--- src/rtl/inst_cache.sv ---
// rtl/inst_cache.sv - direct-mapped read-only instruction cache with burst line refill
module inst_cache #(
    parameter int LINES  = 16,
    parameter int WORDS  = 4,
    parameter int ADDR_W = 32
) (
    input  logic              clk,
    input  logic              reset,
    input  logic [ADDR_W-1:0] address,
    output logic [31:0]       read_data,
    output logic              miss,
    input  logic              invalidate,
    output logic              mem_req,
    output logic [ADDR_W-1:0] mem_addr,
    input  logic              mem_ack,
    input  logic [31:0]       mem_rdata
);

    localparam int OFF_W = $clog2(WORDS);
    localparam int IDX_W = $clog2(LINES);
    localparam int TAG_W = ADDR_W - IDX_W - OFF_W - 2;
    localparam logic [OFF_W-1:0] LAST_BEAT = OFF_W'(WORDS - 1);

    typedef enum logic {S_IDLE = 1'b0, S_REFILL = 1'b1} state_t;

    state_t             r_state;
    state_t             w_next_state;
    logic [LINES-1:0]   r_valid;
    logic [TAG_W-1:0]   r_tag  [LINES];
    logic [31:0]        r_data [LINES*WORDS];
    logic [IDX_W-1:0]   r_fill_idx;
    logic [TAG_W-1:0]   r_fill_tag;
    logic [OFF_W-1:0]   r_beat;
    logic               r_kill;

    logic [OFF_W-1:0]   w_off;
    logic [IDX_W-1:0]   w_idx;
    logic [TAG_W-1:0]   w_tag;
    logic               w_hit;
    logic               w_start;
    logic               w_beat_ack;
    logic               w_last;
    logic               w_unused_lsbs;

    assign w_off         = address[OFF_W+1:2];
    assign w_idx         = address[OFF_W+2 +: IDX_W];
    assign w_tag         = address[ADDR_W-1 -: TAG_W];
    assign w_unused_lsbs = &address[1:0];

    // Lookup is only trusted while idle; during a refill the array is in flux
    assign w_hit      = (r_state == S_IDLE) && r_valid[w_idx] && (r_tag[w_idx] == w_tag);
    assign w_start    = (r_state == S_IDLE) && !w_hit;
    assign w_beat_ack = (r_state == S_REFILL) && mem_ack;
    assign w_last     = w_beat_ack && (r_beat == LAST_BEAT);

    assign miss      = !w_hit;
    assign read_data = w_hit ? r_data[{w_idx, w_off}] : 32'h0;

    // State register
    always_ff @(posedge clk or negedge reset) begin
        if (!reset) r_state <= S_IDLE;
        else        r_state <= w_next_state;
    end

    // Next-state: any idle miss starts a refill, final ack returns to idle
    always_comb begin
        w_next_state = r_state;
        case (r_state)
            S_IDLE:   if (w_start) w_next_state = S_REFILL;
            S_REFILL: if (w_last)  w_next_state = S_IDLE;
            default:  w_next_state = S_IDLE;
        endcase
    end

    // Memory-side outputs: address stays on the latched line, beat selects the word
    always_comb begin
        mem_req  = 1'b0;
        mem_addr = '0;
        if (r_state == S_REFILL) begin
            mem_req  = 1'b1;
            mem_addr = {r_fill_tag, r_fill_idx, r_beat, 2'b00};
        end
    end

    // Refill bookkeeping and valid bits; r_kill remembers an invalidate seen mid-burst
    always_ff @(posedge clk or negedge reset) begin
        if (!reset) begin
            r_valid    <= '0;
            r_fill_idx <= '0;
            r_fill_tag <= '0;
            r_beat     <= '0;
            r_kill     <= 1'b0;
        end else begin
            if (w_start) begin
                r_fill_idx <= w_idx;
                r_fill_tag <= w_tag;
                r_beat     <= '0;
                r_kill     <= 1'b0;
            end else if (r_state == S_REFILL) begin
                if (invalidate) r_kill <= 1'b1;
                if (w_beat_ack) r_beat <= r_beat + 1'b1;
            end

            if (invalidate)
                r_valid <= '0;
            else if (w_start)
                r_valid[w_idx] <= 1'b0;
            else if (w_last && !r_kill)
                r_valid[r_fill_idx] <= 1'b1;
        end
    end

    // Data and tag storage need no reset; the valid bits guard them
    always_ff @(posedge clk) begin
        if (w_beat_ack) r_data[{r_fill_idx, r_beat}] <= mem_rdata;
        if (w_last)     r_tag[r_fill_idx] <= r_fill_tag;
    end

endmodule
--- config.mk ---
export PLATFORM = sky130hd
export DESIGN_NAME = inst_cache
export DESIGN_NICKNAME = d
export VERILOG_FILES = /design/src/rtl/inst_cache.sv
export SDC_FILE = /design/constraint.sdc
export NUM_CORES = 2
export LEC_CHECK = 0
export ABC_AREA = 0
export CAP_MARGIN = 20
export CORE_MARGIN = 4
export CORE_UTILIZATION = 30
export DETAILED_ROUTE_END_ITERATION = 8
export HOLD_SLACK_MARGIN = 0.1
export SYNTH_ARGS = -nofsm -noshare
export SYNTH_HDL_FRONTEND = slang
export SYNTH_SLANG_ARGS = --single-unit
export TNS_END_PERCENT = 20
--- constraint.sdc ---
create_clock -name clk -period 4.8 [get_ports clk]
set_input_delay 0.96 -clock clk [delete_from_list [all_inputs] [get_ports clk]]
set_output_delay 0.96 -clock clk [all_outputs]
set_load 0.01 [all_outputs]
# ---- Yosys cells after proc, flatten, opt, wreduce, memory -nomap -nowiden
# Memory sizes are Yosys's and may differ from the RTL's.
# Cells that the tools add are included.
dict set report totals {
  output_inout_bits 66
  inputBits 68
  ramBits 2432
  elab_cells 60
  memories 2
  ff_bits 48
}
dict set report op_classes {
  order_cmp 4
  mux 25
  n_addsub 1
  eq_ne 2
  bitwise_logic 4
  n_reduce_logical 16
}
# name words word_bits rd rd_clocked_by_memory_dff write_ports line
set mem_list {}
lappend mem_list {r_data 64 32 1 0 1 30} ;# logic [31:0] r_data [LINES*WORDS];
lappend mem_list {r_tag 16 24 1 0 1 29} ;# logic [TAG_W-1:0] r_tag [LINES];
# op count
set ops {}
lappend ops {{$mux W32} 2}
lappend ops {{$mux W16} 3}
lappend ops {{$eq A24 B24 Y1} 1}
lappend ops {{$and A16 B16 Y16} 1}
lappend ops {{$not A16 Y16} 1}
lappend ops {{$or A16 B16 Y16} 1}
lappend ops {{$mux W1} 13}
lappend ops {{$lt A4 B5 Y1 const B} 2}
lappend ops {{$demux W1 S4} 2}
lappend ops {{$ge A4 B1 Y1 const B} 2}
lappend ops {{$logic_and A1 B1 Y1} 8}
lappend ops {{$mux W2} 3}
lappend ops {{$reduce_bool A2 Y1} 3}
lappend ops {{$bmux W1 S4} 1}
lappend ops {{$reduce_and A2 Y1} 2}
lappend ops {{$reduce_bool A3 Y1} 1}
lappend ops {{$add A2 B1 Y2 const B} 1}
lappend ops {{$eq A2 B2 Y1 const B} 1}
lappend ops {{$logic_not A1 Y1} 2}
lappend ops {{$pmux W1 S2} 1}
lappend ops {{$not A1 Y1} 1}

# ---- Longest topological paths before layout
dict set report logic_depth {
  word_depth 8
  depth_mapped 14
  mapped_depth_nobuf 8
}

# ---- Worst setup path before layout
# Ideal clock, no wire load.
dict set report synth_timing {
  kind {input to output}
  start {input address[5]}
  end {output read_data[22]}
  n_path_buf 3
  required_time_ps 3840
  t_arrival_ps 3629
  slack_ps 211
  stages 11
  path_cell_list {buf_2 > buf_4 > mux4_2 > a32o_1 > a221oi_1 > o211ai_1 > nor3_1 > and4bb_1 > buf_2 > nand2_1 > a2111oi_0}
}
dict set report synth_between {
  elab_chain_len 5
  word_cells_on_any_way 8
  cone_classes {1 x eq/ne; 3 x mux; 2 x reduce/logical; 2 x memory}
}
# item line
set synth_rtl {}
lappend synth_rtl {{start: declaration} 9} ;# input logic [ADDR_W-1:0] address,
lappend synth_rtl {{parallel branches: the longest is 4 deep, another holds $mem_v2 Z16 W24} --}
lappend synth_rtl {{$mux W32 *} 57} ;# assign read_data = w_hit ? r_data[{w_idx, w_off}] : 32'h0;
lappend synth_rtl {{end: declaration} 10} ;# output logic [31:0] read_data,
# Every way passes the cells marked *. The select of a mux whose other input is x is not followed.

# ---- Final worst setup path
dict set report layout_timing {
  start {memory r_tag[5][14] (netlist name)}
  end {output read_data[28]}
}
dict set report layout_between {
  elab_chain_len 4
}
# item line
set layout_rtl {}
lappend layout_rtl {{start: declaration} 29}
lappend layout_rtl {{$mem_v2 Z16 W24} --}
lappend layout_rtl {{$eq A24 B24 Y1} 51} ;# assign w_hit = (r_state == S_IDLE) && r_valid[w_idx] && (r_tag[w_idx] == w_tag);
lappend layout_rtl {{$logic_and A1 B1 Y1} 51}
lappend layout_rtl {{$mux W32} 57}
# No other way between the ends.

==> reports/metrics.yaml <==
setup_ws_ns: -0.438
drtAntennaViolNets: 0
timing.rr.end: "r_fill_tag[16]"
num_io_pins: 134
worst_slew_pin_slew_ns: 1.21
worst-path-max-fanout: 3
seqPwrFrac_pct: 52.8
place_congestion: 0.822
worstPathRequired_ns: 3.84
ys_types: 63
layout_commonest_cell: "edfxtp_1"
worstRegToRegCells: 11
grt_use_total_pct: 17.3
die_area_um2: 326000
p_int_w: 0.0373
tns_ns: -5.41
placementRows: 206
htreeDepth: 4
synth-edff-count: 2432
layout_common_cells: "2432 x edfxtp_1, 655 x mux4_2, 441 x buf_4"
clkTransAtPathRegs_ns: 0.06
rrSetupSlack_ns: 1.31
grt_pass1_vias: 48900
cp-end-kind: "primary output"
wl_per_cell_um: 31.3
drive_above_1_share_pct: 35.3
violations: "setup timing"
dr.pass1.iters: 6
cp.arrival_ns: 4.28
combPwrFrac_pct: 9.6
worstHoldStart: "mem_rdata[26]"
setup-violations-final: 33
dieHeight_um: 571
rsz0062_at_grt: "true"
cts_tree: "yes"
fin_skew_ns: 0.100
slew_viol_final: 0
ir_drop_uv: 292
yosysWarnings: 0
p_per_area_nw_per_um2: 429
synth.avg_cell_area_um2: 23.0
holdCritPathClass: "in2reg"
yosys_register_bits: 2480
max_freq_ghz: 0.191
total_power_w: 0.0491
first_iter_violations: 7016
holdPathEnd: "r_data[3][26]"
hpwl_um: 169000
finalHoldViolCount: 0
nNetsFinal: 4908
initial_core_util_pct: 30.2
yosysSeqAreaShare_pct: 78.1
grt_max_degree: 65
outcome: "complete, but fails checks"
cts.sinks: 2480
clkPwrFrac_pct: 37.6
swShare_pct: 23.9
min_period_ns: 5.24
period_share_pct: 109
clock_latency_ns: 0.93
cts_buffers: 237
synth_ff_type: "edfxtp_1"
worstHoldPathCells: 1
cts_buffer_depth: 4
port_buffers: 129
drc_errors: 0
cts_root_buf: "clkbuf_16"
antenna_found_initial: 26
num_vias: 49600
syn_inst: 4139
cp-start-kind: "flop"
core_area_um2: 315000
synth-async-reset-ratio_pct: 1.94
power.switching_w: 0.0117
drv_cap: 0
postLayoutCoreUtil_pct: 36.2
overflow: 0
slew_headroom_pct: 16.9
syn2layout_area_growth_pct: 20.2
routed_via_density: 5.39
drt-total-wl_um: 288000
syn_area_um2: 95100
p_leak_nw: 35.9
grt_pass1_wl_um: 396000
die_x_um: 571
r2r_start: "r_tag[5][14]"
crit_type: "reg2out"
[power groups by stage]
stage          Sequential (W)  Clock (W)  Combinational (W)
2_1_floorplan          0.0260          0            0.00210
3_3_place_gp           0.0263          0            0.00454
3_5_place_dp           0.0264          0            0.00463
4_1_cts                0.0259     0.0187            0.00465
5_1_grt                0.0260     0.0196            0.00490
6_report               0.0259     0.0184            0.00470
[final cells by class]
cell class              instances  area [um2]
diodes                         12        30.0
clock buffers                 300        6210
clock inverters               128        1290
fillers                     28600      201000
inverters                      14        57.6
multi-input cells            1427       20600
flip-flops and latches       2480       74200
well taps                    4160        5200
repair buffers                679        6590
[cells by family (layout without fill, tap and decap cells)]
family,Yosys count,in the layout,share of synthesized area [%]
compound gates,281,281,2.01
xor+xnor,22,22,0.203
fa+ha+maj,1,1,0.0132
buf+inv,233,1121,1.13
flops,2480,2480,78.1
mux,770,770,16.8
other cells,1,14,0.00394
simple gates,351,351,1.78
[layer usage]
metal,track usage [%],share of wire (%)
met2,26.2,45
met5,0,0.016
met1,24.7,41
met4,5.32,3.3
met3,3.98,10
[state kept, by name (all words and copies together) (netlist names)]
register	flops
r_kill	1
r_fill_idx	4
r_tag	384
r_valid	16
r_data	2048
r_beat	2
r_fill_tag	24
r_state	1
[critical path, cell delays in order (launching register included)]
cell and delay [ns]:
edfxtp_1 0.38, mux4_2 0.47, mux4_2 0.49, xor2_2 0.18, a31oi_2 0.20, nand4_1 0.20, and4bb_4 0.45, nand2_8 0.07
buf_12 0.13, buf_8 0.13, a211oi_4 0.41, buf_4 0.19, buf_6 0.09
[stage by stage]
| step | cell area [um2] | setup WS [ns] | hold WS, ns | std cells |
|---|---|---|---|---|
| after detailed placement | 106000 | -1.17 | 0.575 | 8732 |
| after global placement | 106000 | -1.11 | 0.562 | 8729 |
| after CTS | 114000 | -0.612 | 0.409 | 9169 |
| final | 114000 | -0.438 | 0.325 | 9200 |
| after global routing | 114000 | -0.522 | 0.287 | 9193 |
| after floorplan | 95100 | 0.211 | 0.536 | 4140 |
[worst max-delay path by stage]
stage / startpoint / endpoint / slack [ns] / cells past startpoint
finish: r_tag[5][14] / read_data[28] / -0.44 / 12
floorplan: address[5] / read_data[22] / 0.21 / 11
global placement: address[5] / read_data[28] / -1.11 / 14
CTS: r_tag[5][14] / read_data[28] / -0.61 / 12
global route: address[5] / read_data[28] / -0.52 / 15
detailed placement: address[5] / read_data[28] / -1.17 / 14
[cell usage after synthesis (7+ instances only)]
cell | number | area (um2)
a211oi_1 | 23 | 173
a21oi_1 | 15 | 75.1
a22oi_1 | 19 | 143
a31oi_1 | 18 | 113
and2_1 | 38 | 238
and3_1 | 9 | 56.3
buf_1 | 20 | 75.1
buf_2 | 84 | 420
buf_4 | 12 | 90.1
clkbuf_1 | 97 | 364
dfrtp_1 | 48 | 1200
edfxtp_1 | 2432 | 73000
inv_1 | 12 | 45.0
mux2_2 | 36 | 405
mux2i_1 | 79 | 791
mux4_2 | 655 | 14800
nand2_1 | 47 | 176
nand2b_1 | 10 | 62.6
nand3_1 | 12 | 60.1
nor2_1 | 155 | 582
nor2b_1 | 11 | 68.8
nor3_1 | 21 | 105
nor4_1 | 13 | 81.3
o211ai_1 | 7 | 52.6
o21ai_0 | 24 | 120
o21bai_1 | 15 | 113
o22ai_1 | 119 | 744
or4_1 | 9 | 67.6
xnor2_1 | 18 | 158
[timing repair]
item	in CTS	in global routing
gates cloned	1	1
hold buffers	1	0
pin swaps	6	14
setup endpoints to repair	33	33
hold endpoints to repair	9	0
resized for setup	132	64
buffers inserted	7	7
No activity file was read; power rests on OpenSTA's default activity.
